[src/rtl/depacketizer_rr_arbiter.sv]
// Round-robin flit arbiter in front of a single depacketizer. Arbitration
// happens only on head flits; the winner owns the output until its tail leaves.
module depacketizer_rr_arbiter #(
  parameter int NUM_PORTS     = 4,
  parameter int WIDTH_PKT     = 36,
  parameter int PORT_ID_WIDTH = 2
) (
  input  logic                           clk,
  input  logic                           rst,
  input  logic [NUM_PORTS*WIDTH_PKT-1:0] data_in,
  input  logic [NUM_PORTS-1:0]           valid_in,
  output logic [NUM_PORTS-1:0]           ready_out,
  output logic [WIDTH_PKT-1:0]           data_out,
  output logic                           valid_out,
  input  logic                           ready_in,
  output logic [PORT_ID_WIDTH-1:0]       grant_id,
  output logic                           locked
);

  localparam int HEAD_BIT = WIDTH_PKT - 2;
  localparam int TAIL_BIT = WIDTH_PKT - 3;

  typedef enum logic {IDLE, LOCKED} state_e;

  state_e                      state_q;
  logic [PORT_ID_WIDTH-1:0]    ptr_q, owner_q, grant_q;
  logic [WIDTH_PKT-1:0]        data_q;
  logic                        valid_q;

  logic [NUM_PORTS-1:0][WIDTH_PKT-1:0] flits;
  logic [NUM_PORTS-1:0]        cand;
  logic [PORT_ID_WIDTH-1:0]    sel, idx;
  logic                        found, can_load, xfer, sel_tail;
  logic [WIDTH_PKT-1:0]        sel_flit;

  assign flits = data_in;

  function automatic logic [PORT_ID_WIDTH-1:0] wrap_inc(input logic [PORT_ID_WIDTH-1:0] p);
    if (p == PORT_ID_WIDTH'(NUM_PORTS - 1)) return '0;
    return p + 1'b1;
  endfunction

  // Locked: owner is the only grantee. Idle: first head request at/after ptr_q.
  always_comb begin
    cand  = '0;
    sel   = '0;
    idx   = '0;
    found = 1'b0;
    for (int i = 0; i < NUM_PORTS; i++) cand[i] = valid_in[i] & flits[i][HEAD_BIT];
    if (state_q == LOCKED) begin
      sel   = owner_q;
      found = 1'b1;
    end else begin
      for (int k = NUM_PORTS - 1; k >= 0; k--) begin
        idx = PORT_ID_WIDTH'((int'(ptr_q) + k) % NUM_PORTS);
        if (cand[idx]) begin
          sel   = idx;
          found = 1'b1;
        end
      end
    end
  end

  assign can_load = ~valid_q | ready_in;

  always_comb begin
    ready_out = '0;
    for (int i = 0; i < NUM_PORTS; i++)
      ready_out[i] = can_load & found & (sel == PORT_ID_WIDTH'(i));
  end

  assign xfer     = |(ready_out & valid_in);
  assign sel_flit = flits[sel];
  assign sel_tail = sel_flit[TAIL_BIT];

  always_ff @(posedge clk) begin
    if (!rst) begin
      state_q <= IDLE;
      ptr_q   <= '0;
      owner_q <= '0;
      grant_q <= '0;
      data_q  <= '0;
      valid_q <= 1'b0;
    end else begin
      if (xfer) begin
        data_q  <= sel_flit;
        valid_q <= 1'b1;
        grant_q <= sel;
        case (state_q)
          IDLE: begin
            if (sel_tail) ptr_q <= wrap_inc(sel);
            else begin
              state_q <= LOCKED;
              owner_q <= sel;
            end
          end
          LOCKED: begin
            if (sel_tail) begin
              state_q <= IDLE;
              ptr_q   <= wrap_inc(owner_q);
            end
          end
          default: state_q <= IDLE;
        endcase
      end else if (ready_in) begin
        valid_q <= 1'b0;
      end
    end
  end

  assign data_out  = data_q;
  assign valid_out = valid_q;
  assign grant_id  = grant_q;
  assign locked    = (state_q == LOCKED);

endmodule

[config.mk]
export PLATFORM = sky130hd
export DESIGN_NAME = depacketizer_rr_arbiter
export DESIGN_NICKNAME = d
export VERILOG_FILES = /design/src/rtl/depacketizer_rr_arbiter.sv
export SDC_FILE = /design/constraint.sdc
export NUM_CORES = 1
export LEC_CHECK = 0
export ABC_AREA = 0
export CORE_ASPECT_RATIO = 1.25
export CORE_MARGIN = 10
export CORE_UTILIZATION = 39
export CTS_BUF_LIST = sky130_fd_sc_hd__clkbuf_16
export CTS_CLUSTER_DIAMETER = 100
export CTS_CLUSTER_SIZE = 25
export DETAILED_ROUTE_END_ITERATION = 16
export MAX_ROUTING_LAYER = met4
export PLACE_DENSITY_LB_ADDON = 0.3
export SLEW_MARGIN = 25
export SYNTH_ARGS = -nofsm -noshare
export SYNTH_HDL_FRONTEND = slang
export SYNTH_SLANG_ARGS = --single-unit
[constraint.sdc]
create_clock -name clk -period 9.45 [get_ports clk]
set_clock_uncertainty 0.05 [all_clocks]
set_input_delay 1.89 -clock clk [delete_from_list [all_inputs] [get_ports clk]]
set_output_delay 1.89 -clock clk [all_outputs]
set_load 0.05 [all_outputs]
After elaboration in Yosys (flattened, before gate mapping)
Cells that the tools add are included.

Logic and storage cells: 81. Bits in registers: 44.

Equality and inequality tests: 6. Bitwise gates (word level): 14. Reduce and logical (&&, ||, !) cells: 5. Magnitude comparators: 5. $add $sub $neg: 5. Muxes and demuxes: 40.

Operators by type and width (number): $bmux W36 S2 (1); $mux W36 (1); $mux W1 (22); $mux W2 (11); $lt A2 B3 Y1 const B (5); $and A1 B1 Y1 (9); $bmux W1 S2 (4); $add A2 B1 Y2 const B (3); $eq A2 B2 Y1 const B (3); $reduce_and A3 Y1 (2); $add A2 B2 Y2 const B (2); $and A4 B4 Y4 (1); $pmux W2 S2 (1); $reduce_or A4 Y1 (1); $not A1 Y1 (3); $eq A2 B1 Y1 const B (1); $logic_not A2 Y1 (1); $ne A2 B1 Y1 const B (1); $ne A2 B2 Y1 const B (1); $reduce_bool A2 Y1 (1); $or A1 B1 Y1 (1).

Longest topological paths before layout
Word-level depth: 17. Depth in mapped cells: 15. Mapped depth without buffers: 11.

Worst setup path after synthesis
No wires, ideal clock.

Kind: input -> output. Start: input data_in[70]. End: output ready_out[0]. Slack: 3.560 ns. Arrival: 3.950 ns. Cell stages on the path: 8. Buffers on the path: 2. Cells stage by stage: and2_4 -> or3_1 -> a31oi_1 -> o2bb2ai_1 -> buf_4 -> clkbuf_1 -> nand2_1 -> nor2_1.

Word-level cells in the longest chain between the ends: 10. Elaborated cells on any way between the ends: 22. Those cells by class: mux (18); bitwise (3); reduce/logical (1).

Ends and longest elaborated chain: start: declaration (RTL line 10) `input logic [NUM_PORTS*WIDTH_PKT-1:0] data_in,`; $and A1 B1 Y1 (*) (RTL line 49) `for (int i = 0; i < NUM_PORTS; i++) cand[i] = valid_in[i] & flits[i][HEAD_BIT];`; $bmux W1 S2 (RTL line 56) `if (cand[idx]) begin`; $mux W1 (implied by the code) (RTL line 56); $mux W1 or $mux W2 (tied branches) (4 in a row) (RTL line 56); $mux W1 or $mux W2 (tied branches) (RTL line 50) `if (state_q == LOCKED) begin`; $and A1 B1 Y1 or $logic_not A2 Y1 (tied branches) (RTL line 69) `ready_out[i] = can_load & found & (sel == PORT_ID_WIDTH'(i));`; $and A1 B1 Y1 (*) (RTL line 69); end: declaration (RTL line 12) `output logic [NUM_PORTS-1:0] ready_out,`.

Every way passes the cells marked *; elsewhere a longest branch is shown, timed or not. The select of a mux whose other input is x is not followed.

Worst setup path in the final report
Start: input data_in[70]. End: output ready_out[2].

Word-level cells in the longest chain between the ends: 10. Elaborated cells on any way between the ends: 22. Those cells by class: eq/ne (1); mux (18); bitwise (3).

Ends and longest elaborated chain (RTL line): $and A1 B1 Y1 (*) (49); $bmux W1 S2 (56); $mux W1 (implied by the code) (56); $mux W2 or $mux W1 (tied branches) (4 in a row) (56); $mux W2 or $mux W1 (tied branches) (50); $eq A2 B2 Y1 or $and A1 B1 Y1 (tied branches) (69); $and A1 B1 Y1 (*) (69).

Marks and branches as above.

==> impl_metrics.tcl <==
set metrics [dict create \
    clock_latency_ns 0.28 \
    overflow 0 \
    route.final.wire_length_um 11900 \
    worstPathArrival_ns 5.10 \
    row_count 34 \
    antenna_cells 0 \
    synthDominantCellAreaShare 0.306 \
    start_util 0.408 \
    startpoint_type "primary input" \
    antenna_found_initial 0 \
    path_buf_inv 3 \
    multiInputGateArea_mm2 0.00184 \
    path_class "primary input to primary output" \
    die_x_um 96.8 \
    syn_area_per_cell_um2 6.12 \
    grt_max_degree 75 \
    vias 3795 \
    finalPower_mw 1.71 \
    cp_data_required_time_ns 7.51 \
    crit_chain "clkdlybuf4s50_1 -> and2_4 -> or3_1 -> a31oi_1 -> o2bb2ai_4 -> buf_4 -> nand2_1 -> nor2_1 -> clkdlybuf4s50_1" \
    io_buffer_count 194 \
    synth_cells 470 \
    synth_cell_types 40 \
    area_delta_synth_final_pct 73.8 \
    yosys_warnings 0 \
    worst-path-max-fanout 73 \
    initialDrtViolationCount 234 \
    seq_area_frac_synth 0.306 \
    period_share 0.745 \
    rsz0062_at_grt "false" \
    grt_use_total 0.204 \
    synthArstFlopShare 0 \
    cts_tree "yes" \
    power_density_mw_per_mm2 342 \
    syn-num-nets 623 \
    gp_congestion 0.869 \
    synth_area_mm2 0.00288 \
    core_area_mm2 0.00706 \
    cp-end-kind "primary output" \
    die-area_mm2 0.0112 \
    peakVddDrop_uv 235 \
    report.final.slew_viol_count 0 \
    synth_area_leaders "dfxtp_1, nand2_1, nand3_1" \
    synth_edf_count 0 \
    cpLargestDelayFamily "buffers and inverters" \
    yosysTopAreaCell "dfxtp_1" \
    tns_ns 0 \
    setup_viol 0 \
    ys.flop_type "dfxtp_1" \
    htreeDepth 2 \
    fillers 612 \
    cts_setup_buffers 0 \
    drc_errors 0 \
    cp_slowest_cell "clkdlybuf4s50_1" \
    p_leak_nw 1.98 \
    nets 794 \
    ctsHoldBuffers 0 \
    worst_pin_slew_ns 0.745 \
    fin_ws_ns 2.41 \
    grt_pass1_vias 3729 \
    clockBufferDepth 2 \
    hold_viol_final 0 \
    ios 195 \
    die_y_um 116 \
    path_clk_slew_ns 0.06 \
    cts_resized 0 \
    wl_per_cell_um 16.2 \
    viasPerCell 5.18 \
    cts_made_buffers 5 \
    fmax_mhz 142 \
    antenna_left 0 \
    worst_hold_path_type "flip-flop to flip-flop" \
    critical_path.most_common_cell "clkdlybuf4s50_1" \
    status "completed" \
    layout-drive-gt1-share 0.0374 \
    drv_cap 0 \
    firstDrtPassIters 5 \
    hpwl_um 9100 \
    cts-root-buf "clkbuf_16" \
    pre_cts_ws_ns 2.39 \
    finalCriticalPeriod_ns 7.04 \
    regArea_um2 881 \
    yosys_register_bits 44 \
    slew_headroom 0.503 \
    slowest_delay_ns 0.81 \
    cts_sinks 44 \
    grt_pass1_wl_um 18600 \
]
cells by family after synthesis:
| group | after synthesis | share of synthesized area |
|---|---|---|
| AND/OR/NAND/NOR | 313 | 0.466 |
| buffers and inverters | 42 | 0.0643 |
| adder cells (fa/ha/maj) | 2 | 0.00869 |
| flip-flops | 44 | 0.306 |
| multiplexers | 4 | 0.0139 |
| AO/OA/AOI/OAI | 65 | 0.141 |
worst register-to-register path, cell delays in order (launching register included):
cell and delay [ns]:
dfxtp_1 0.34, and3_1 0.18, o21ai_0 0.16, a31oi_1 0.18, o2bb2ai_4 0.18, inv_2 0.05
buf_4 0.54, ha_1 0.38, nand2_1 0.10, o21ai_2 0.10, o21a_1 0.63, buf_4 0.43
a21oi_1 0.12, a311oi_1 0.29
cell usage after synthesis (2+ instances only):
library cell,number
nand2_1,190
nand3_1,103
a21oi_1,45
dfxtp_1,44
clkbuf_1,24
nor2_1,8
buf_2,7
inv_1,4
mux2i_1,4
buf_4,3
o21ai_0,3
a311oi_1,2
a31oi_1,2
and2_1,2
and3_1,2
buf_1,2
ha_1,2
per-stage QoR:
step / hold WS [ns] / instance area, um2 / std cells / utilization
after global routing: 0.418 / 5000 / 732 / 0.708
after floorplan: 0.397 / 2880 / 470 / -
after global placement: 0.391 / 4840 / 723 / 0.685
after detailed placement: 0.399 / 4840 / 723 / 0.685
after CTS: 0.406 / 4970 / 731 / 0.704
final: 0.403 / 5000 / 732 / 0.708
flip-flops by register name, indices dropped and copies added (netlist names):
register   flops
ptr_q          2
valid_out      1
locked         1
grant_id       2
owner_q        2
data_out      36
layer usage:
metal,wire (um),vias up,GRT usage
li1,-,1914,-
met1,4330,1731,0.203
met2,6640,146,0.399
met3,825,4,0.0453
met4,64,0,0.0384
met5,0,-,-
area by class of cell:
| class | instances | area share |
|---|---|---|
| Clock buffer | 5 | 0.0250 |
| Inverter | 5 | 0.00375 |
| Timing Repair Buffer | 201 | 0.403 |
| Clock inverter | 3 | 0.00225 |
| Sequential cell | 44 | 0.176 |
| Tap cell | 90 | 0.0225 |
| Multi-Input combinational cell | 384 | 0.368 |
layout by cell type (no fill, tap or decap), types with 3 or more instances in the layout:
cell type / instances
buf_4: 6
a21oi_1: 45
inv_1: 5
dfxtp_1: 44
clkdlybuf4s50_1: 194
nor2_1: 8
mux2i_1: 4
o21ai_0: 3
nand3_1: 103
nand2_1: 190
clkbuf_16: 5
power breakdown:
group | internal, mW | switching (mW)
clock network | 0.0951 | 0.0676
logic | 0.422 | 0.810
registers | 0.266 | 0.0480
worst paths after layout:
path | endpoint | start | slack [ns] | cells past startpoint
worst max register to register | ptr_q[1] | ptr_q[1] | 5.62 | 13
worst max-delay path | ready_out[2] | data_in[70] | 2.41 | 9
worst min register to register | data_out[19] | data_out[19] | 0.40 | 2
worst min-delay path | data_out[19] | data_out[19] | 0.40 | 2
Power figures use the tool's default switching activity.
